**config.mk**
```make
export PLATFORM = sky130hd
export DESIGN_NAME = score_tracker_module
export DESIGN_NICKNAME = d
export VERILOG_FILES = /design/src/rtl/score_tracker_module.sv
export SDC_FILE = /design/constraint.sdc
export NUM_CORES = 1
export LEC_CHECK = 0
export BUFFER_PORTS_ARGS = -buffer_cell sky130_fd_sc_hd__clkbuf_2
export CORE_AREA = 2 2 66 68
export DETAILED_ROUTE_END_ITERATION = 7
export DIE_AREA = 0 0 68 70
export PLACE_DENSITY = 0.68
export SLEW_MARGIN = 15
export SYNTH_ARGS = -nofsm -noshare
export SYNTH_HDL_FRONTEND = slang
export SYNTH_SLANG_ARGS = --single-unit
```
**constraint.sdc**
```tcl
create_clock -name i_clk -period 2.36 [get_ports i_clk]
set_clock_uncertainty 0.15 [all_clocks]
set_input_delay 0.236 -clock i_clk [delete_from_list [all_inputs] [get_ports i_clk]]
set_output_delay 0.236 -clock i_clk [all_outputs]
set_load 0.01 [all_outputs]
```
**src/rtl/score_tracker_module.sv**
```systemverilog
// score_tracker_module: Simon round counter and game-state tracker feeding the 7-segment controller.
// Optional best-score record is enabled by defining HIGH_SCORE_EN.
`default_nettype none

module score_tracker_module #(
  parameter int MAX_SCORE   = 32,
  parameter int BLINK_TICKS = 50_000_000
) (
  input  logic       i_clk,
  input  logic       i_rst_n,
  input  logic       i_start,
  input  logic       i_round_ok,
  input  logic       i_fail,
  input  logic       i_show_best,
  output logic [5:0] o_number,
  output logic       o_blank,
  output logic [1:0] o_state,
  output logic [5:0] o_best
);

  localparam logic [1:0] ST_IDLE = 2'b00;
  localparam logic [1:0] ST_PLAY = 2'b01;
  localparam logic [1:0] ST_WIN  = 2'b10;
  localparam logic [1:0] ST_OVER = 2'b11;

  localparam logic [5:0] MAX_SCORE_V = 6'(MAX_SCORE);
  localparam int         BLINK_W     = (BLINK_TICKS > 1) ? $clog2(BLINK_TICKS) : 1;
  localparam logic [BLINK_W-1:0] BLINK_LAST = BLINK_W'(BLINK_TICKS - 1);

  logic [1:0]         state, state_nxt;
  logic [5:0]         score, score_nxt;
  logic [5:0]         score_inc;
  logic [BLINK_W-1:0] blink_cnt, blink_cnt_nxt;
  logic               blink, blink_nxt;
  logic [5:0]         number_nxt;
  logic               blank_nxt;
  logic               ended, ended_nxt;

  assign score_inc = score + 6'd1;
  assign ended     = (state == ST_WIN) || (state == ST_OVER);
  assign ended_nxt = (state_nxt == ST_WIN) || (state_nxt == ST_OVER);

  // start outranks everything; fail outranks round_ok while playing
  always_comb begin
    state_nxt = state;
    score_nxt = score;
    case (state)
      ST_IDLE: begin
        if (i_start) begin
          state_nxt = ST_PLAY;
          score_nxt = 6'd0;
        end
      end
      ST_PLAY: begin
        if (i_start) begin
          score_nxt = 6'd0;
        end else if (i_fail) begin
          state_nxt = ST_OVER;
        end else if (i_round_ok) begin
          score_nxt = score_inc;
          if (score_inc == MAX_SCORE_V) begin
            state_nxt = ST_WIN;
          end
        end
      end
      default: begin
        if (i_start) begin
          state_nxt = ST_PLAY;
          score_nxt = 6'd0;
        end
      end
    endcase
  end

  // Blink only advances while staying in an end-of-game state, so entry always starts unblanked.
  always_comb begin
    blink_cnt_nxt = '0;
    blink_nxt     = 1'b0;
    if (ended && ended_nxt) begin
      if (blink_cnt == BLINK_LAST) begin
        blink_cnt_nxt = '0;
        blink_nxt     = ~blink;
      end else begin
        blink_cnt_nxt = blink_cnt + 1'b1;
        blink_nxt     = blink;
      end
    end
  end

`ifdef HIGH_SCORE_EN
  logic [5:0] best, best_nxt;
  logic       show_best;

  always_comb begin
    best_nxt = best;
    if ((state == ST_PLAY) && ended_nxt && (score_nxt > best)) begin
      best_nxt = score_nxt;
    end
  end

  assign show_best  = i_show_best && (state_nxt != ST_PLAY);
  assign number_nxt = show_best ? best_nxt : score_nxt;
  assign blank_nxt  = show_best ? 1'b0 : blink_nxt;

  always_ff @(posedge i_clk or negedge i_rst_n) begin
    if (!i_rst_n) begin
      best <= 6'd0;
    end else begin
      best <= best_nxt;
    end
  end

  assign o_best = best;
`else
  logic unused_show_best;

  assign unused_show_best = i_show_best;
  assign number_nxt       = score_nxt;
  assign blank_nxt        = blink_nxt;
  assign o_best           = 6'd0;
`endif

  always_ff @(posedge i_clk or negedge i_rst_n) begin
    if (!i_rst_n) begin
      state     <= ST_IDLE;
      score     <= 6'd0;
      blink_cnt <= '0;
      blink     <= 1'b0;
      o_number  <= 6'd0;
      o_blank   <= 1'b0;
    end else begin
      state     <= state_nxt;
      score     <= score_nxt;
      blink_cnt <= blink_cnt_nxt;
      blink     <= blink_nxt;
      o_number  <= number_nxt;
      o_blank   <= blank_nxt;
    end
  end

  assign o_state = state;

endmodule

`default_nettype wire

```
Word-level counts from Yosys, hierarchy flattened
Cells that the tools add are included.
Storage, ports and cells
  bits in registers: 35
  input bits: 6
  output and inout port bits: 15
  logic and storage cells: 37
Cells by class
  eq/ne operators: 9
  mux-type cells: 15
  bitwise gates (word level): 1
  reduce and logical (&&, ||, !) cells: 6
  $add $sub $neg: 2
Operator list (number)
  $mux 26: 2
  $mux 6: 5
  $add 26x1->26 const B: 1
  $eq 26x26->1 const B: 1
  $mux 2: 6
  $eq 2x2->1 const B: 4
  $add 6x1->6 const B: 1
  $eq 6x6->1 const B: 1
  $reduce_bool 2->1: 2
  $reduce_and 3->1: 1
  $eq 2x1->1 const B: 1
  $logic_or 1x1->1: 2
  $mux 1: 2
  $ne 2x1->1 const B: 1
  $ne 2x2->1 const B: 1
  $logic_and 1x1->1: 1
  $not 1->1: 1

Longest topological paths before layout
Gate-level depths: netlist of run 1.
  word-level depth: 11
  depth in mapped cells: 5
  depth with buffers taken out: 5

Worst setup path after synthesis of run 1
OpenSTA, ideal clock, no wires.
  path type: flip-flop to flip-flop
  start point: reg blink_cnt[10]
  end point: reg blink_cnt[10]
  library setup time: 0.122 ns
  stages on the path, launching flop included: 6
  required time: 2.088 ns
  arrival time: 1.728 ns
  path slack: 0.360 ns
  period minus slack after synthesis: 2.000 ns
  buffers on the path: 1
  cell sequence: dfrtp_1 nor4b_1 nand4_1 o31ai_1 buf_2 nor2_1
Between the ends
  word-level cells in the longest chain between the ends: 3
  elaborated cells between the ends (all ways): 4
  those cells by class: add/sub (1); eq/ne (1); mux (2)
RTL lines
  start, declared: RTL line 33  | logic [BLINK_W-1:0] blink_cnt, blink_cnt_nxt;
  start signal, assigned: RTL line 134  | blink_cnt <= blink_cnt_nxt;
  $add 26x1->26 or $eq 26x26->1 (tied branches): RTL line 84, 80
  $mux 26 (*): RTL line 80  | if (blink_cnt == BLINK_LAST) begin
  $mux 26 (*): RTL line 79  | if (ended && ended_nxt) begin
  via blink_cnt_nxt[10]: RTL line 33
The timed path passes the listed nets; every way through them passes the cells marked *.
A chain may end at the register's enable or synchronous reset.

Final worst setup path of run 1
  start point: reg blink_cnt[7]
  end point: reg blink_cnt[23]
The elaborated chain is that of the path after synthesis.

==> results of run 1 <==
placed cells by master (no fill, tap or decap), drive strengths merged, types with 2 or more instances in the layout:
master,netlist,layout
or4,13,13
nand2,11,11
xnor2,6,6
buf,11,4
xor2,10,10
dfrtp,35,35
nand3,12,12
o31ai,14,14
and4,2,2
nor3,3,3
clkbuf,3,19
and3,3,3
nor2,22,22
conb,1,6
a21oi,15,15
nor4,2,2
inv,4,4
nand4,9,9
ha,2,2
or2,2,2
power by group through the flow:
stage	Combinational, mW	Sequential (mW)	Clock (mW)
finish	0.0498	0.609	0.417
CTS	0.0516	0.609	0.431
global placement	0.0500	0.621	0
detailed placement	0.0497	0.621	0
global route	0.0576	0.610	0.461
floorplan	0.0316	0.621	0
repair_timing:
action,4_1_cts,5_1_grt
hold buffers,1,0
endpoints found under the hold margin,35,0
resized for setup,0,0
per-stage QoR:
stage	instances	area, µm²
floorplan	198	1872
global placement	253	1944
detailed placement	253	1944
CTS	262	2039
global route	262	2039
finish	262	2039
worst max-delay path, cell delays in order (launching register included):
cell and delay (ps):
dfrtp_1 450, nand3_1 160, or4_4 620, or4_1 530, a21oi_1 150
cell type report:
| class | count | area, µm² | area share |
|---|---|---|---|
| multi-input combinational | 145 | 893.4 | 0.4380 |
| tap | 52 | 65.06 | 0.03190 |
| sequential | 35 | 875.8 | 0.4294 |
| clock buffer | 6 | 72.57 | 0.03558 |
| timing repair buffer | 18 | 105.1 | 0.05153 |
| inverter | 4 | 15.01 | 0.007362 |
| clock inverter | 2 | 12.51 | 0.006135 |
worst max path at each step:
stage | startpoint | to | slack [ps] | cells past startpoint
6_report | blink_cnt[7] | blink_cnt[23] | 220 | 4
4_1_cts | blink_cnt[7] | blink_cnt[23] | 230 | 4
3_5_place_dp | blink_cnt[7] | blink_cnt[23] | 240 | 4
3_3_place_gp | blink_cnt[7] | blink_cnt[23] | 270 | 4
5_1_grt | blink_cnt[7] | blink_cnt[23] | 110 | 4
2_1_floorplan | blink_cnt[10] | blink_cnt[10] | 360 | 5
cells by family after synthesis:
family	after synthesis	share of synthesized area
AO/OA/AOI/OAI	33	0.1121
XOR/XNOR	16	0.07562
adder cells (fa/ha/maj)	2	0.01350
buffers and inverters	18	0.05806
flip-flops	35	0.4727
multiplexers	1	0.005402
other	1	0.002024
AND/OR/NAND/NOR	87	0.2606
metal layers:
layer | wire length [µm] | track usage | vias up | part of all wire
met5 | 0 | 0 | - | 0
met4 | 34 | 0.06000 | 0 | 0.010
met3 | 148 | 0.04348 | 2 | 0.044
met2 | 1585 | 0.2406 | 25 | 0.47
met1 | 1615 | 0.2333 | 678 | 0.48
li1 | - | - | 733 | -
sequential cells by signal, indices dropped and copies added, names as in the netlist:
signal and count:
blink_cnt 26, score 6, blink 1, o_state 2
==> flow_metrics.py, run 1 <==
metrics = {
    "timing": {
        "fin_crit_sh": 0.9048,
        "finalMaxSlewViolations": 0,
        "fmax_mhz": 468.3,
        "setup_tns_ps": 0,
        "tightest_slew_ps": 849.3,
        "hold_viol_final": 0,
        "rsz0062_at_grt": "false",
        "slew_headroom": 0.4338,
        "fin_crit_ps": 2135,
        "hold_ws_ps": 96.15,
        "finalSetupViolations": 0,
        "setup_ws_ps": 224.6,
    },
    "logic_synthesis": {
        "ys.flop_type": "dfrtp_1",
        "synth_common_cells": "35 x dfrtp_1, 22 x nor2_1, 15 x a21oi_1, 14 x o31ai_1",
        "syn_inst": 193,
        "yosys-top-cells-area": "dfrtp_1 47%, o31ai_1 5.7%, or4_1 4.9%",
        "yosysUniqueCellTypes": 38,
        "syn_area_um2": 1853,
        "synthArstFlopShare": 1.000,
        "synth_edf_count": 0,
        "yosysTopAreaCellShare": 0.4727,
        "seq_area_frac_synth": 0.4727,
        "post-synth-top-area-cell": "dfrtp_1",
        "syn_area_per_cell_um2": 9.601,
        "synth.most_common_cell": "dfrtp_1",
        "yosys_register_bits": 35,
        "ys_warn_count": 0,
    },
    "pwr": {
        "power_frac_seq": 0.566,
        "p_leak_nw": 0.7996,
        "power.density_nw_per_um2": 527.7,
        "pwr-share-clk": 0.388,
        "swShare": 0.2335,
        "p_total_mw": 1.076,
        "p_switching_uw": 251.2,
        "ir_worst_vdd_mv": 0.3660,
        "combPwrFrac": 0.046,
        "p_int_uw": 825.0,
    },
    "cts": {
        "clk_path_buf_depth": 2,
        "post_cts_buffers": 0,
        "cts_tree": "yes",
        "cts_buffers": 5,
        "clk_pin_slew_ps": 70,
        "cts.sinks": 35,
        "insertion_delay_ps": 280,
        "cts_root_buf": "clkbuf_8",
        "cts-htree-levels": 2,
    },
    "detailed_routing": {
        "wl_per_cell_um": 12.92,
        "antenna_left": 0,
        "route.vias.total": 1438,
        "drc": 0,
        "drt-pass1-iter-count": 6,
        "wl_mm": 3.384,
        "drt_iter0_markers": 121,
        "viasPerCell": 5.489,
    },
    "placed_design": {
        "io_buffers": 13,
        "dp_hpwl_mm": 2.295,
        "dpl_worst_slack_ps": 241.9,
        "routabilityCongestion": 0.7109,
    },
    "final_layout": {
        "nFillCells": 384,
        "nNetsFinal": 217,
        "final_util": 0.4922,
        "area_growth_pct": 10.06,
        "antennaDiodeCount": 0,
        "drive_gt1_frac": 0.1429,
    },
    "global_routing": {
        "grt_usage": 0.1648,
        "antenna_found_initial": 0,
        "grt_max_degree": 36,
        "grt_pass1_wl_mm": 6.003,
        "grt_pass1_vias": 1288,
        "grt-ovfl-total": 0,
    },
    "critical_path": {
        "rr_endpoint": "blink_cnt[23]",
        "r2r_slack_ps": 220,
        "reg2reg_from": "blink_cnt[7]",
        "setup.worst_path.end_class": "flip-flop",
        "r2r_cells": 4,
        "worstSetupPathType": "reg -> reg",
        "critPathLaunchType": "flip-flop",
        "cp.required_ps": 2420,
        "cp.arrival_ps": 2200,
        "crit_fanout": 14,
    },
    "die": {
        "die_y_um": 70,
        "rows": 24,
        "core_um2": 4144,
        "start_util": 0.4472,
        "dieArea_um2": 4760,
        "die_x_um": 68,
        "num_io_pins": 21,
    },
    "job": {
        "cap_violations": 0,
    },
    "min_path": {
        "hp-start": "i_start",
        "min_to": "o_state[1]",
        "hold_depth": 2,
        "hold_path_class": "in -> reg",
    },
    "outcome": {
        "status": "finished clean",
    },
}
(Power assumes the default switching activity.)
==> run 2: changes to the inputs <==
Settings changed: RECOVER_POWER set to 100.
==> flow_metrics.py, run 2 (same netlist as run 1, synthesis figures left out) <==
metrics = {
    "critical_path": {
        "crit_slowest_cell": "or4_4",
        "critPathLaunchType": "flip-flop",
        "cp.arrival_ps": 2200,
        "max_stage_delay_ps": 620,
        "crit_family": "simple AND/OR/NAND/NOR gates",
        "setup.worst_path.end_class": "flip-flop",
        "worstSetupPathType": "reg -> reg",
        "timing.critical_path.buf_inv": 0,
        "crit_fanout": 14,
        "cp.required_ps": 2420,
        "path_cells": "nand3_1 -> or4_4 -> or4_1 -> a21oi_1",
    },
    "detailed_routing": {
        "drt-pass1-iter-count": 6,
        "viasPerCell": 5.489,
        "route.vias.total": 1438,
        "wl_per_cell_um": 13.00,
        "drt_iter0_markers": 128,
        "antenna_left": 0,
        "drc": 0,
        "wl_mm": 3.405,
    },
    "global_routing": {
        "grt_usage": 0.1648,
        "antenna_found_initial": 0,
        "grt_pass1_wl_mm": 6.003,
        "grt-ovfl-total": 0,
        "grt_pass1_vias": 1288,
        "grt_max_degree": 36,
    },
    "pwr": {
        "swShare": 0.2338,
        "power_frac_seq": 0.568,
        "p_leak_nw": 0.7641,
        "combPwrFrac": 0.044,
        "ir_worst_vdd_mv": 0.3658,
        "power.density_nw_per_um2": 532.7,
        "pwr-share-clk": 0.388,
        "p_int_uw": 822.2,
        "p_switching_uw": 250.9,
    },
    "die": {
        "num_io_pins": 21,
        "die_y_um": 70,
        "die_x_um": 68,
        "core_um2": 4144,
        "rows": 24,
        "dieArea_um2": 4760,
        "start_util": 0.4472,
    },
    "timing": {
        "finalSetupViolations": 0,
        "rsz0062_at_grt": "false",
        "fin_crit_sh": 0.9044,
        "hold_ws_ps": 97.42,
        "slew_headroom": 0.4336,
        "fmax_mhz": 468.5,
        "hold_viol_final": 0,
        "fin_crit_ps": 2134,
        "finalMaxSlewViolations": 0,
        "tightest_slew_ps": 849.6,
        "setup_tns_ps": 0,
    },
    "cts": {
        "cts_tree": "yes",
        "cts_buffers": 5,
        "cts_root_buf": "clkbuf_8",
        "insertion_delay_ps": 280,
        "cts.sinks": 35,
        "clk_pin_slew_ps": 70,
        "cts-htree-levels": 2,
        "clk_path_buf_depth": 2,
    },
    "outcome": {
        "status": "finished clean",
    },
    "final_layout": {
        "drive_gt1_frac": 0.09048,
        "stdcell_count": 262,
        "final_common_cell": "dfrtp_1",
        "largest_register_ff_count": 26,
        "fin_area_um2": 2014,
        "layout_common_cells": "35 x dfrtp_1, 22 x nor2_1, 15 x a21oi_1, 14 x o31ai_1",
        "final_util": 0.4861,
        "top_register": "blink_cnt",
        "area_growth_pct": 8.710,
        "antennaDiodeCount": 0,
        "nNetsFinal": 217,
    },
    "placed_design": {
        "placed_cell_area_um2": 1944,
        "dp_cells": 253,
        "routabilityCongestion": 0.7109,
        "dp_hpwl_mm": 2.295,
        "io_buffers": 13,
    },
    "job": {
        "cap_violations": 0,
    },
    "min_path": {
        "hold_path_class": "in -> reg",
    },
}
[run 2: changes by cell type in the layout (fill, tap and decap cells not counted)]
cell,before,now
clkbuf_1,1,11
clkbuf_2,13,6
buf_4,4,1
o31ai_1,13,14
o31ai_2,1,0
[run 2: layer usage]
layer,part of all wire,track usage
met5,0,0
met4,0.010,0.06000
met3,0.030,0.04348
met2,0.47,0.2406
met1,0.49,0.2333
[run 2: path summary, 6_finish.rpt]
check | from | to | slack [ps] | cells after the start
max in group asynchronous | i_rst_n | blink_cnt[3] | 1080 | 2
setup / recovery | blink_cnt[7] | blink_cnt[23] | 230 | 4
min in group asynchronous | i_rst_n | blink_cnt[15] | 440 | 2
setup reg to reg | blink_cnt[7] | blink_cnt[23] | 230 | 4
hold reg to reg | blink_cnt[0] | blink_cnt[0] | 360 | 1
hold / removal | i_start | o_state[1] | 100 | 2
[run 2: stage by stage]
step	setup WS [ps]	power, mW
2_1_floorplan	359.9	0.6527
3_3_place_gp	266.2	0.6706
3_5_place_dp	241.9	0.6703
4_1_cts	229.0	1.092
5_1_grt	109.9	1.126
6_report	225.5	1.073
[run 2: repair_timing]
item | CTS | global route
buffers inserted | 0 | 0
resized for setup | 0 | 0
hold endpoints to repair | 35 | 0
hold buffers | 1 | 0
[run 2: power groups by stage]
stage | Combinational [mW] | Clock, mW | Sequential [mW]
detailed placement | 0.0497 | 0 | 0.621
floorplan | 0.0316 | 0 | 0.621
CTS | 0.0516 | 0.431 | 0.609
global route | 0.0546 | 0.461 | 0.610
finish | 0.0470 | 0.417 | 0.609
global placement | 0.0500 | 0 | 0.621
[run 2: cell type report]
class	count	area, µm²
multi-input combinational	145	888.4
timing repair buffer	18	85.08
inverter	4	15.01
sequential	35	875.8
clock buffer	6	72.57
fill	392	2130
tap	52	65.06
clock inverter	2	12.51
==> run 3: changes to the inputs <==
Settings changed: CELL_PAD_IN_SITES_DETAIL_PLACEMENT set to 1, CELL_PAD_IN_SITES_GLOBAL_PLACEMENT set to 1, CORE_AREA 2 2 66 68 to 2 2 68 70, DIE_AREA 0 0 68 70 to 0 0 70 72, PLACE_DENSITY 0.68 to 0.79.
==> flow_metrics.py, run 3 (same netlist as run 1, synthesis figures left out) <==
metrics = {
    "cts": {
        "cts.sinks": 35,
        "cts_buffers": 5,
        "insertion_delay_ps": 290,
        "clk_pin_slew_ps": 70,
        "cts_root_buf": "clkbuf_8",
        "cts-htree-levels": 2,
        "clk_path_buf_depth": 2,
        "cts_tree": "yes",
    },
    "min_path": {
        "min_to": "score[0]",
        "hold_depth": 2,
        "hp-start": "i_start",
        "hold_path_class": "in -> reg",
    },
    "critical_path": {
        "r2r_cells": 4,
        "rr_endpoint": "blink_cnt[23]",
        "cp.arrival_ps": 2260,
        "setup.worst_path.end_class": "flip-flop",
        "critPathLaunchType": "flip-flop",
        "cp.required_ps": 2420,
        "path_cells": "nand4_1 -> or4_4 -> or4_1 -> a21oi_1",
        "worstSetupPathType": "reg -> reg",
        "reg2reg_from": "blink_cnt[12]",
        "crit_start": "blink_cnt[12]",
        "max_stage_delay_ps": 650,
        "r2r_slack_ps": 160,
        "crit_slowest_cell": "or4_4",
        "crit_fanout": 14,
    },
    "die": {
        "start_util": 0.4346,
        "num_io_pins": 21,
        "die_y_um": 72,
        "rows": 24,
        "die_x_um": 70,
        "dieArea_um2": 5040,
        "core_um2": 4264,
    },
    "placed_design": {
        "io_buffers": 13,
        "routabilityCongestion": 0.7832,
        "placed_cell_area_um2": 1944,
        "dp_hpwl_mm": 3.070,
    },
    "final_layout": {
        "fin_area_um2": 2032,
        "nNetsFinal": 217,
        "top_register": "blink_cnt",
        "area_growth_pct": 9.656,
        "largest_register_ff_count": 26,
        "drive_gt1_frac": 0.09524,
        "layout_common_cells": "35 x dfrtp_1, 22 x nor2_1, 15 x a21oi_1, 13 x o31ai_1",
        "antennaDiodeCount": 0,
        "nFillCells": 510,
        "final_util": 0.4765,
        "final_common_cell": "dfrtp_1",
    },
    "detailed_routing": {
        "wl_per_cell_um": 16.36,
        "drt-pass1-iter-count": 4,
        "antenna_left": 0,
        "drt_iter0_markers": 59,
        "viasPerCell": 5.767,
        "wl_mm": 4.287,
        "route.vias.total": 1511,
        "drc": 0,
    },
    "pwr": {
        "power.density_nw_per_um2": 559.3,
        "p_switching_uw": 253.6,
        "combPwrFrac": 0.043,
        "p_total_mw": 1.136,
        "power_frac_seq": 0.536,
        "p_leak_nw": 0.7746,
        "p_int_uw": 882.9,
        "pwr-share-clk": 0.421,
        "ir_worst_vdd_mv": 0.3190,
        "swShare": 0.2231,
    },
    "outcome": {
        "status": "finished clean",
    },
    "timing": {
        "slew_headroom": 0.4138,
        "finalSetupViolations": 0,
        "setup_tns_ps": 0,
        "fin_crit_sh": 0.9321,
        "hold_viol_final": 0,
        "tightest_slew_ps": 879.3,
        "rsz0062_at_grt": "false",
        "hold_ws_ps": 104.7,
        "finalMaxSlewViolations": 0,
        "fmax_mhz": 454.6,
        "fin_crit_ps": 2200,
    },
    "global_routing": {
        "grt_usage": 0.1959,
        "grt_pass1_vias": 1649,
        "antenna_found_initial": 0,
        "grt_max_degree": 36,
        "grt_pass1_wl_mm": 7.790,
        "grt-ovfl-total": 0,
    },
    "job": {
        "cap_violations": 0,
    },
}
run 3: changes by cell type in the layout (fill, tap and decap cells not counted), sizes merged:
cell      before  now
clkbuf        22   25
clkinvlp       1    0
buf            1    0
clkinv         1    0
run 3: what timing repair did:
| action | in CTS | in global routing |
|---|---|---|
| setup buffers | 0 | 0 |
| endpoints found under the setup margin | 0 | 1 |
| endpoints found under the hold margin | 35 | 0 |
| hold buffers | 1 | 0 |
| resized for setup | 0 | 0 |
run 3: per-layer routing:
layer  vias up  GRT usage  routed length, µm
met1       768     0.2375               1866
met2        13     0.3386               2257
met5         -          0                  0
met4         0    0.07265                 74
li1        723          -                  -
met3         7    0.05139                 88
run 3: how the worst max path moves through the flow:
stage	end	slack, ps	cells past startpoint
after global placement	blink_cnt[23]	260	4
after floorplan	blink_cnt[10]	360	5
final	blink_cnt[23]	160	4
after global routing	blink_cnt[12]	60	6
after CTS	blink_cnt[23]	150	4
after detailed placement	blink_cnt[21]	190	4
run 3: layout make-up:
cell class / count / area (µm²) / area share
Inverter: 4 / 15.01 / 0.007389
Tap cell: 52 / 65.06 / 0.03202
Sequential cell: 35 / 875.8 / 0.4310
Clock buffer: 8 / 100.1 / 0.04926
Timing Repair Buffer: 18 / 82.58 / 0.04064
Multi-Input combinational cell: 145 / 893.4 / 0.4397
run 3: stage by stage:
step	instances	setup WS, ps
after global routing	262	59.89
after CTS	262	150.9
after global placement	253	262.9
after floorplan	198	359.9
final	262	160.2
after detailed placement	253	188.7
run 3: power groups by stage:
stage	registers [mW]	clock network (mW)	logic [mW]
after floorplan	0.621	0	0.0316
after global placement	0.620	0	0.0491
after detailed placement	0.621	0	0.0519
after CTS	0.610	0.499	0.0532
after global routing	0.610	0.523	0.0559
final	0.610	0.478	0.0488
run 3: critical path: cells and delay by family, from the launching register on:
family          cells  cell delay [ps]
compound gates      1              180
flops               1              430
simple gates        3             1350
